File: config.mk
export PLATFORM = sky130hd
export DESIGN_NAME = vga_timing_gen
export DESIGN_NICKNAME = d
export VERILOG_FILES = /design/src/rtl/vga_timing_gen.sv
export SDC_FILE = /design/constraint.sdc
export NUM_CORES = 1
export LEC_CHECK = 0
export ABC_AREA = 1
export CAP_MARGIN = 20
export CORE_MARGIN = 2
export CORE_UTILIZATION = 35
export CTS_BUF_LIST = sky130_fd_sc_hd__clkbuf_4
export CTS_CLUSTER_DIAMETER = 150
export CTS_CLUSTER_SIZE = 8
export DETAILED_ROUTE_END_ITERATION = 10
export GPL_ROUTABILITY_DRIVEN = 1
export RECOVER_POWER = 100
export SKIP_CTS_REPAIR_TIMING = 1
export SLEW_MARGIN = 20
export SYNTH_ARGS = -nofsm -noshare
export SYNTH_HDL_FRONTEND = slang
export SYNTH_SLANG_ARGS = --single-unit
File: constraint.sdc
create_clock -name clk -period 2.1 [get_ports clk]
set_input_delay 0.315 -clock clk [delete_from_list [all_inputs] [get_ports clk]]
set_output_delay 0.315 -clock clk [all_outputs]
set_load 0.01 [all_outputs]
File: src/rtl/vga_timing_gen.sv
// Raster timing generator: scan counters (x, y) plus one registered stage driving
// RGB, hsync, vsync, data-enable and a frame-start pulse to the VGA DAC.
module vga_timing_gen #(
  parameter int H_ACTIVE   = 640,
  parameter int H_FP       = 16,
  parameter int H_SYNC     = 96,
  parameter int H_BP       = 48,
  parameter int V_ACTIVE   = 480,
  parameter int V_FP       = 10,
  parameter int V_SYNC     = 2,
  parameter int V_BP       = 33,
  parameter bit H_SYNC_POL = 1'b0,
  parameter bit V_SYNC_POL = 1'b0
) (
  input  logic       clk,
  input  logic       rst,
  input  logic       pixel_en,
  input  logic [3:0] red_in,
  input  logic [3:0] green_in,
  input  logic [3:0] blue_in,
  output logic [9:0] x,
  output logic [9:0] y,
  output logic [3:0] vga_r,
  output logic [3:0] vga_g,
  output logic [3:0] vga_b,
  output logic       hsync,
  output logic       vsync,
  output logic       de,
  output logic       frame_start
);
  localparam int H_TOTAL = H_ACTIVE + H_FP + H_SYNC + H_BP;
  localparam int V_TOTAL = V_ACTIVE + V_FP + V_SYNC + V_BP;

  if (H_TOTAL > 1024 || V_TOTAL > 1024) begin : g_size_chk
    $error("vga_timing_gen: H_TOTAL and V_TOTAL must not exceed 1024");
  end

  // 11-bit bounds so a window ending exactly at 1024 still compares correctly
  localparam logic [10:0] H_ACT  = 11'(H_ACTIVE);
  localparam logic [10:0] V_ACT  = 11'(V_ACTIVE);
  localparam logic [10:0] HS_BEG = 11'(H_ACTIVE + H_FP);
  localparam logic [10:0] HS_END = 11'(H_ACTIVE + H_FP + H_SYNC);
  localparam logic [10:0] VS_BEG = 11'(V_ACTIVE + V_FP);
  localparam logic [10:0] VS_END = 11'(V_ACTIVE + V_FP + V_SYNC);
  localparam logic [9:0]  H_LAST = 10'(H_TOTAL - 1);
  localparam logic [9:0]  V_LAST = 10'(V_TOTAL - 1);

  logic [9:0]  h_cnt, v_cnt;
  logic [10:0] h_ext, v_ext;
  logic        active0, hs_win, vs_win;

  assign x       = h_cnt;
  assign y       = v_cnt;
  assign h_ext   = {1'b0, h_cnt};
  assign v_ext   = {1'b0, v_cnt};
  assign active0 = (h_ext < H_ACT) && (v_ext < V_ACT);
  assign hs_win  = (h_ext >= HS_BEG) && (h_ext < HS_END);
  assign vs_win  = (v_ext >= VS_BEG) && (v_ext < VS_END);

  always_ff @(posedge clk) begin
    if (rst) begin
      h_cnt <= '0;
      v_cnt <= '0;
    end else if (pixel_en) begin
      if (h_cnt == H_LAST) begin
        h_cnt <= '0;
        v_cnt <= (v_cnt == V_LAST) ? '0 : v_cnt + 10'd1;
      end else begin
        h_cnt <= h_cnt + 10'd1;
      end
    end
  end

  // Output stage holds through disabled cycles, frame_start included
  always_ff @(posedge clk) begin
    if (rst) begin
      vga_r       <= '0;
      vga_g       <= '0;
      vga_b       <= '0;
      de          <= 1'b0;
      frame_start <= 1'b0;
      hsync       <= ~H_SYNC_POL;
      vsync       <= ~V_SYNC_POL;
    end else if (pixel_en) begin
      vga_r       <= active0 ? red_in   : 4'd0;
      vga_g       <= active0 ? green_in : 4'd0;
      vga_b       <= active0 ? blue_in  : 4'd0;
      de          <= active0;
      frame_start <= (h_cnt == 10'd0) && (v_cnt == 10'd0);
      hsync       <= hs_win ? H_SYNC_POL : ~H_SYNC_POL;
      vsync       <= vs_win ? V_SYNC_POL : ~V_SYNC_POL;
    end
  end
endmodule

==> summary.md, run 1 <==
| Metric | Value |
|---|---|
| YS warnings | 0 |
| Relative slew slack | 60.47% |
| Flops & latches, synth | 36 |
| Diodes inserted | 0 |
| H-tree levels | 2 |
| Die ar. | approximately 5700 µm² |
| Placer Congestion | about 0.8 |
| Congestion Overflow GR | 0 |
| Peak VDD IR | 0.2597 mV |
| CP arrival | between 1 and 1.5 ns |
| Effective utilization at floorplan | ~37% |
| Maximum fanout along the worst path | 7 |
| CTS clk-pin slew, worst paths | 0.11 ns |
| Data required, critical path | between 1.5 and 2 ns |
| Sink Count | 36 |
| Die Y | about 75 µm |
| Sequential-to-total area share from yosys stat | 40.65% |
| Vias in the first global route | 1578 |
| # DRC | 0 |
| Post-synthesis area per instance | roughly 7.0 µm² |
| Fin crit period | 1.802 ns |
| Clk Latency, worst-skew pair | 0.35 ns |
| Clk buf depth | 2 |
| DRT antenna net count | 0 |
| Antenna violations before repair | 0 |
| Synth unique cells | 26 |
| P_leak | slightly above 1 nW |
| Syn nets | 274 |
| Setup violations, final | 0 |
| Site row count | 25 |
| Overall routing resource usage | between 10% and 20% |
| Family with the most delay on the worst path | buffers and inverters |
| TNS Setup | 0 ns |
| CTS tree | built |
| Final period utilization | between 80% and 90% |
| Post-Layout Inst Area | 2391 µm² |
| Final Max Slew Viols | 0 |
| MaxCap Viol Count | 0 |
| Worst setup EP type | output pin |
| Via count | about 1800 |
| Routed len/inst | 11.83 µm |
| Std-Cell Core Area | between 4000 and 5000 µm² |
| Nets | roughly 330 |
| Buf/Inv on CP | 1 |
| Synth-to-layout area growth | 34.86% |
| First-pass GRT wire length | between 7 and 8 mm |
| HPWL after DPL | about 3.3 mm |
| Worst setup SP type | flop |
| Placed cell area | approximately 2300 µm² |
| CP Class | reg2out |
| Critical Path Max Stage Delay | 0.65 ns |
| R2r setup slk | roughly 0.33 ns |
| First-pass DRT Iterations | 4 |
| Critical Path, Cell by Cell | dlygate4sd3_1 |
| Port Buf Inserts | 50 |
| Drt initial violations | around 110 |
| Most frequent cells in the layout | nand2_1, dlygate4sd3_1, nor2_1, dfxtp_1, inv_1 |
| Largest net degree at the start of global routing | 21 |
| I/O pins | about 50 |
| Final Hold Viols | 0 |
| Skew final | 0.009356 ns |
| Commonest non-fill, non-tap cell in the layout | nand2_1 |
| RSZ-0062 raised after global routing | false |
| Slowest cell on crit path | dlygate4sd3_1 |
| Die W | 75.17 µm |
| Hold Path Class | reg2reg |
| Post-synthesis cell area | about 1800 µm² |
| Fmax | 555.0 MHz |
| Root buf cell | clkbuf_4 |
| Tightest Pin Transition | 0.5884 ns |
| Post-DR vias/cell | approximately 4.6 |
| CTS Buf Count | 5 |
| Pwr per Cell Area | between 500 and 600 nW/µm² |
| Mapped Cells | 255 |
| Final WL | 4.461 mm |
| Outcome | finished clean |
| Layout cells sized above 1 | 7.097% |
per-layer routing:
metal	GRT usage (%)	part of all wire (%)	vias up
met5	0	0	-
met4	6.433	1.6	0
met3	3.748	5.0	8
met2	27.49	46	41
met1	21.81	48	780
li1	-	-	921
area by class of cell:
type                            instances  area (µm²)
Timing Repair Buffer                   54       523.0
Clock buffer                            5       37.54
Multi-Input combinational cell        184       878.3
Fill cell                             534        2426
Clock inverter                          3       42.54
Tap cell                               67       83.83
Inverter                               28       105.1
Sequential cell                        36       720.7
synth_stat cells:
master / n / area, µm²
nand2_4: 2 / 22.52
a31oi_1: 1 / 6.260
nor3_1: 7 / 35.03
nor2_4: 3 / 33.78
a211oi_1: 1 / 7.510
ha_1: 4 / 50.05
buf_2: 3 / 15.01
nand3_1: 21 / 105.1
nor3b_1: 1 / 7.510
nor2_1: 36 / 135.1
nand2_2: 2 / 12.51
o21ai_1: 1 / 5.000
nand2_1: 67 / 251.5
inv_1: 26 / 97.59
nand3_4: 1 / 17.52
a21oi_1: 20 / 100.1
clkbuf_1: 2 / 7.510
nand4_1: 5 / 31.28
nor2_2: 4 / 25.02
nor3_4: 1 / 16.27
xor2_1: 2 / 17.52
buf_4: 2 / 15.01
dfxtp_1: 36 / 720.7
o21ai_0: 3 / 15.01
inv_2: 2 / 7.510
nand3b_1: 2 / 15.01
cells by family after synthesis:
group	count (synthesis)	share of synthesized area, %
flops	36	40.65
simple gates	152	39.94
compound gates	26	7.551
buf+inv	35	8.045
xor+xnor	2	0.9882
fa+ha+maj	4	2.823
flip-flops by register name, summed over array words and instances (netlist names):
| signal | flops |
|---|---|
| x | 10 |
| y | 10 |
| vga_b | 4 |
| vga_g | 4 |
| vga_r | 4 |
| de | 1 |
| frame_start | 1 |
| hsync | 1 |
| vsync | 1 |
power by group:
part | internal, mW | switching (mW) | leakage [nW] | total [mW]
combinational | 0.0757 | 0.0711 | 0.704 | 0.147
clock | 0.248 | 0.253 | 0.0412 | 0.501
sequential | 0.704 | 0.0130 | 0.294 | 0.717
path summary, 6_finish.rpt:
kind | startpoint | endpoint | cells after the start
worst max-delay path | x[7]$_SDFFE_PP0P_ | x[7] | 1
worst min register to register | vga_b[1]$_SDFFE_PP0P_ | vga_b[1]$_SDFFE_PP0P_ | 2
worst max register to register | x[0]$_SDFFE_PP0P_ | y[9]$_SDFFE_PP0P_ | 8
worst min-delay path | vga_b[1]$_SDFFE_PP0P_ | vga_b[1]$_SDFFE_PP0P_ | 2
metrics by stage:
step                worst slack, ns  total power, mW  utilization (%)  hold WS (ns)  instances
finish                       0.2981            1.366            49.64        0.4683        377
global route                 0.1607            1.423            49.64        0.4867        377
CTS                          0.3457            1.395            50.44        0.4745        377
detailed placement           0.2830           0.8949            48.78        0.4556        369
global placement             0.2544           0.8937            48.78        0.4525        369
floorplan                    0.7475           0.8069                -        0.4750        255
(Power assumes the default switching activity.)
==> run 2: changes to the inputs <==
--- a/config.mk
+++ b/config.mk
@@ -16,7 +16,7 @@
 export GPL_ROUTABILITY_DRIVEN = 1
 export RECOVER_POWER = 100
 export SKIP_CTS_REPAIR_TIMING = 1
-export SLEW_MARGIN = 20
+export SKIP_LAST_GASP = 1
 export SYNTH_ARGS = -nofsm -noshare
 export SYNTH_HDL_FRONTEND = slang
 export SYNTH_SLANG_ARGS = --single-unit
==> results of run 2 <==
The final DEF is identical to that of run 1; final timing and power are the same.
==> run 3: changes to the inputs <==
--- a/config.mk
+++ b/config.mk
@@ -10,11 +10,11 @@
 export CORE_MARGIN = 2
 export CORE_UTILIZATION = 35
 export CTS_BUF_LIST = sky130_fd_sc_hd__clkbuf_4
-export CTS_CLUSTER_DIAMETER = 150
-export CTS_CLUSTER_SIZE = 8
+export CTS_CLUSTER_DIAMETER = 30
+export CTS_CLUSTER_SIZE = 24
 export DETAILED_ROUTE_END_ITERATION = 10
 export GPL_ROUTABILITY_DRIVEN = 1
-export RECOVER_POWER = 100
+export RECOVER_POWER = 50
 export SKIP_CTS_REPAIR_TIMING = 1
 export SKIP_LAST_GASP = 1
 export SYNTH_ARGS = -nofsm -noshare
==> summary.md, run 3 (synthesized netlist as in run 1, its figures left out) <==
| Metric | Value |
|---|---|
| Skew final | 0.009350 ns (-0.000005990 ns) |
| Effective utilization at floorplan | 36.81% (unchanged) |
| Critical Path Max Stage Delay | 0.66 ns (about the same) |
| DRT antenna net count | 0 (unchanged) |
| Maximum fanout along the worst path | 9 (+2) |
| Synth-to-layout area growth | 34.86% (unchanged) |
| Peak VDD IR | 0.2618 mV (+0.80%) |
| Family with the most delay on the worst path | simple AND/OR/NAND/NOR gates |
| Sink Count | 36 (unchanged) |
| Area of the multi-input gates | 878.3 µm² (unchanged) |
| Clock power frac | 36.7% (about the same) |
| Via count | 1754 (+0.23%) |
| CP arrival | 2.04 ns (+0.55 ns) |
| Outcome | finished clean |
| Clk buf depth | 2 (unchanged) |
| Crit-path most repeated cell | nand2_1 |
| First-pass DRT Iterations | 5 (+1) |
| MaxCap Viol Count | 0 (unchanged) |
| Nets | 328 (unchanged) |
| Site row count | 25 (unchanged) |
| HPWL after DPL | 3.320 mm (unchanged) |
| Layout cells sized above 1 | 7.097% (unchanged) |
| Buf/Inv on CP | 1 (unchanged) |
| Fmax | 561.6 MHz (+1.2%) |
| R2r setup slk | 0.33 ns (about the same) |
| Tightest Pin Transition | 0.5797 ns (-0.008701 ns) |
| TNS Setup | 0 ns (unchanged) |
| Congestion Overflow GR | 0 (unchanged) |
| P_leak | 0.9536 nW (-8.2%) |
| Relative slew slack | 61.06% (+0.58 points) |
| Routed len/inst | 11.89 µm (+0.49%) |
| Most frequent cells in the layout | nand2_1, clkdlybuf4s50_1, nor2_1, dfxtp_1, inv_1 |
| Commonest non-fill, non-tap cell in the layout | nand2_1 |
| Worst path depth | 8 (+7) |
| Sw Ratio | 24.80% (+0.095 points) |
| Final Max Slew Viols | 0 (unchanged) |
| Die ar. | 5651 µm² (unchanged) |
| Drt initial violations | 102 (-2.9%) |
| CTS tree | built |
| Comb power frac | 11.1% (+0.4 points) |
| Root buf cell | clkbuf_4 |
| Hold Path Class | reg2reg |
| Diodes inserted | 0 (unchanged) |
| Worst-case reg-to-reg path depth | 8 (unchanged) |
| Pwr per Cell Area | 574.9 nW/µm² (+0.65%) |
| Fillcell total | 534 (unchanged) |
| RSZ-0062 raised after global routing | false |
| Antenna violations before repair | 0 (unchanged) |
| Die Y | 75.17 µm (unchanged) |
| Worst setup EP type | flop |
| Post-DR vias/cell | 4.653 (+0.23%) |
| First-pass GRT wire length | 7.155 mm (unchanged) |
| Final Hold Viols | 0 (unchanged) |
| CTS clk-pin slew, worst paths | 0.12 ns (about the same) |
| Vias in the first global route | 1578 (unchanged) |
| # DRC | 0 (unchanged) |
| Clk Latency, worst-skew pair | 0.36 ns (about the same) |
| H-tree levels | 2 (unchanged) |
| Worst setup SP type | input port |
| NetSw | 340.9 µW (+1.0%) |
| CTS Buf Count | 5 (unchanged) |
| Final total power | 1.375 mW (+0.65%) |
| Reg power frac | 52.2% (-0.3 points) |
| Std-Cell Core Area | 4817 µm² (unchanged) |
| I/O pins | 51 (unchanged) |
| Fin crit period | 1.781 ns (-0.02122 ns) |
| Final WL | 4.483 mm (+0.49%) |
| Overall routing resource usage | 16.86% (unchanged) |
| Die W | 75.17 µm (unchanged) |
| Placer Congestion | 0.8118 (unchanged) |
| P_int | 1.034 mW (+0.53%) |
| CP Class | in2reg |
| Port Buf Inserts | 50 (unchanged) |
| WHS Path Cells | 2 (unchanged) |
| Slowest cell on crit path | dlygate4sd3_1 |
| Largest net degree at the start of global routing | 21 (unchanged) |
| Data required, critical path | 2.36 ns (+0.58 ns) |
| Critical Path, Cell by Cell | dlygate4sd3_1 -> nand2_1 -> nor2_4 -> nand3_1 -> nand2_1 -> nand2_4 -> nand2_1 -> nor2_2 |
| Final period utilization | 84.79% (-1.0 points) |
| Setup violations, final | 0 (unchanged) |
| Sequential Area | 720.7 µm² (unchanged) |
==> run 3: worst min-delay path: cells and delay by family (launching register included) <==
family	cells	cell delay (ns)
AOI/OAI and AO/OA	1	0.05
DFF	1	0.33
and+or+nand+nor	1	0.06
==> run 3: routing by layer <==
metal  GRT usage [%]  part of all wire [%]  vias up
met5               0                     0        -
met4           6.433                   1.6        0
met3           3.748                   4.7        8
met2           27.49                    46       40
met1           21.81                    48      788
li1                -                     -      918
==> run 3: cell type report <==
type                    count  share of cell area, %
clock buffers               5                  1.570
clock inverters             3                  1.779
inverters                  28                  4.396
multi-input cells         184                  36.73
flip-flops and latches     36                  30.14
well taps                  67                  3.506
repair buffers             54                  21.87
==> run 3: worst paths after layout <==
| path | startpoint | endpoint |
|---|---|---|
| max | pixel_en | y[9]$_SDFFE_PP0P_ |
| min | vga_g[3]$_SDFFE_PP0P_ | vga_g[3]$_SDFFE_PP0P_ |
| max reg2reg | x[0]$_SDFFE_PP0P_ | y[9]$_SDFFE_PP0P_ |
| min reg2reg | vga_g[3]$_SDFFE_PP0P_ | vga_g[3]$_SDFFE_PP0P_ |
==> run 3: power by group through the flow <==
| stage | clock network (mW) | registers [mW] | logic (mW) |
|---|---|---|---|
| after global placement | 0 | 0.734 | 0.160 |
| after floorplan | 0 | 0.743 | 0.0636 |
| after CTS | 0.515 | 0.719 | 0.161 |
| final | 0.504 | 0.718 | 0.152 |
| after global routing | 0.540 | 0.722 | 0.167 |
| after detailed placement | 0 | 0.734 | 0.161 |
==> run 3: through the flow <==
stage                     setup WS, ns  area (µm²)  cells  utilization, %  hold WS [ns]
final                           0.3194        2391    377           49.64        0.4691
after CTS                       0.3457        2430    377           50.44        0.4745
after global placement          0.2544        2350    369           48.78        0.4525
after floorplan                 0.7475        1773    255               -        0.4750
after global routing            0.1557        2391    377           49.64        0.4867
after detailed placement        0.2830        2350    369           48.78        0.4556
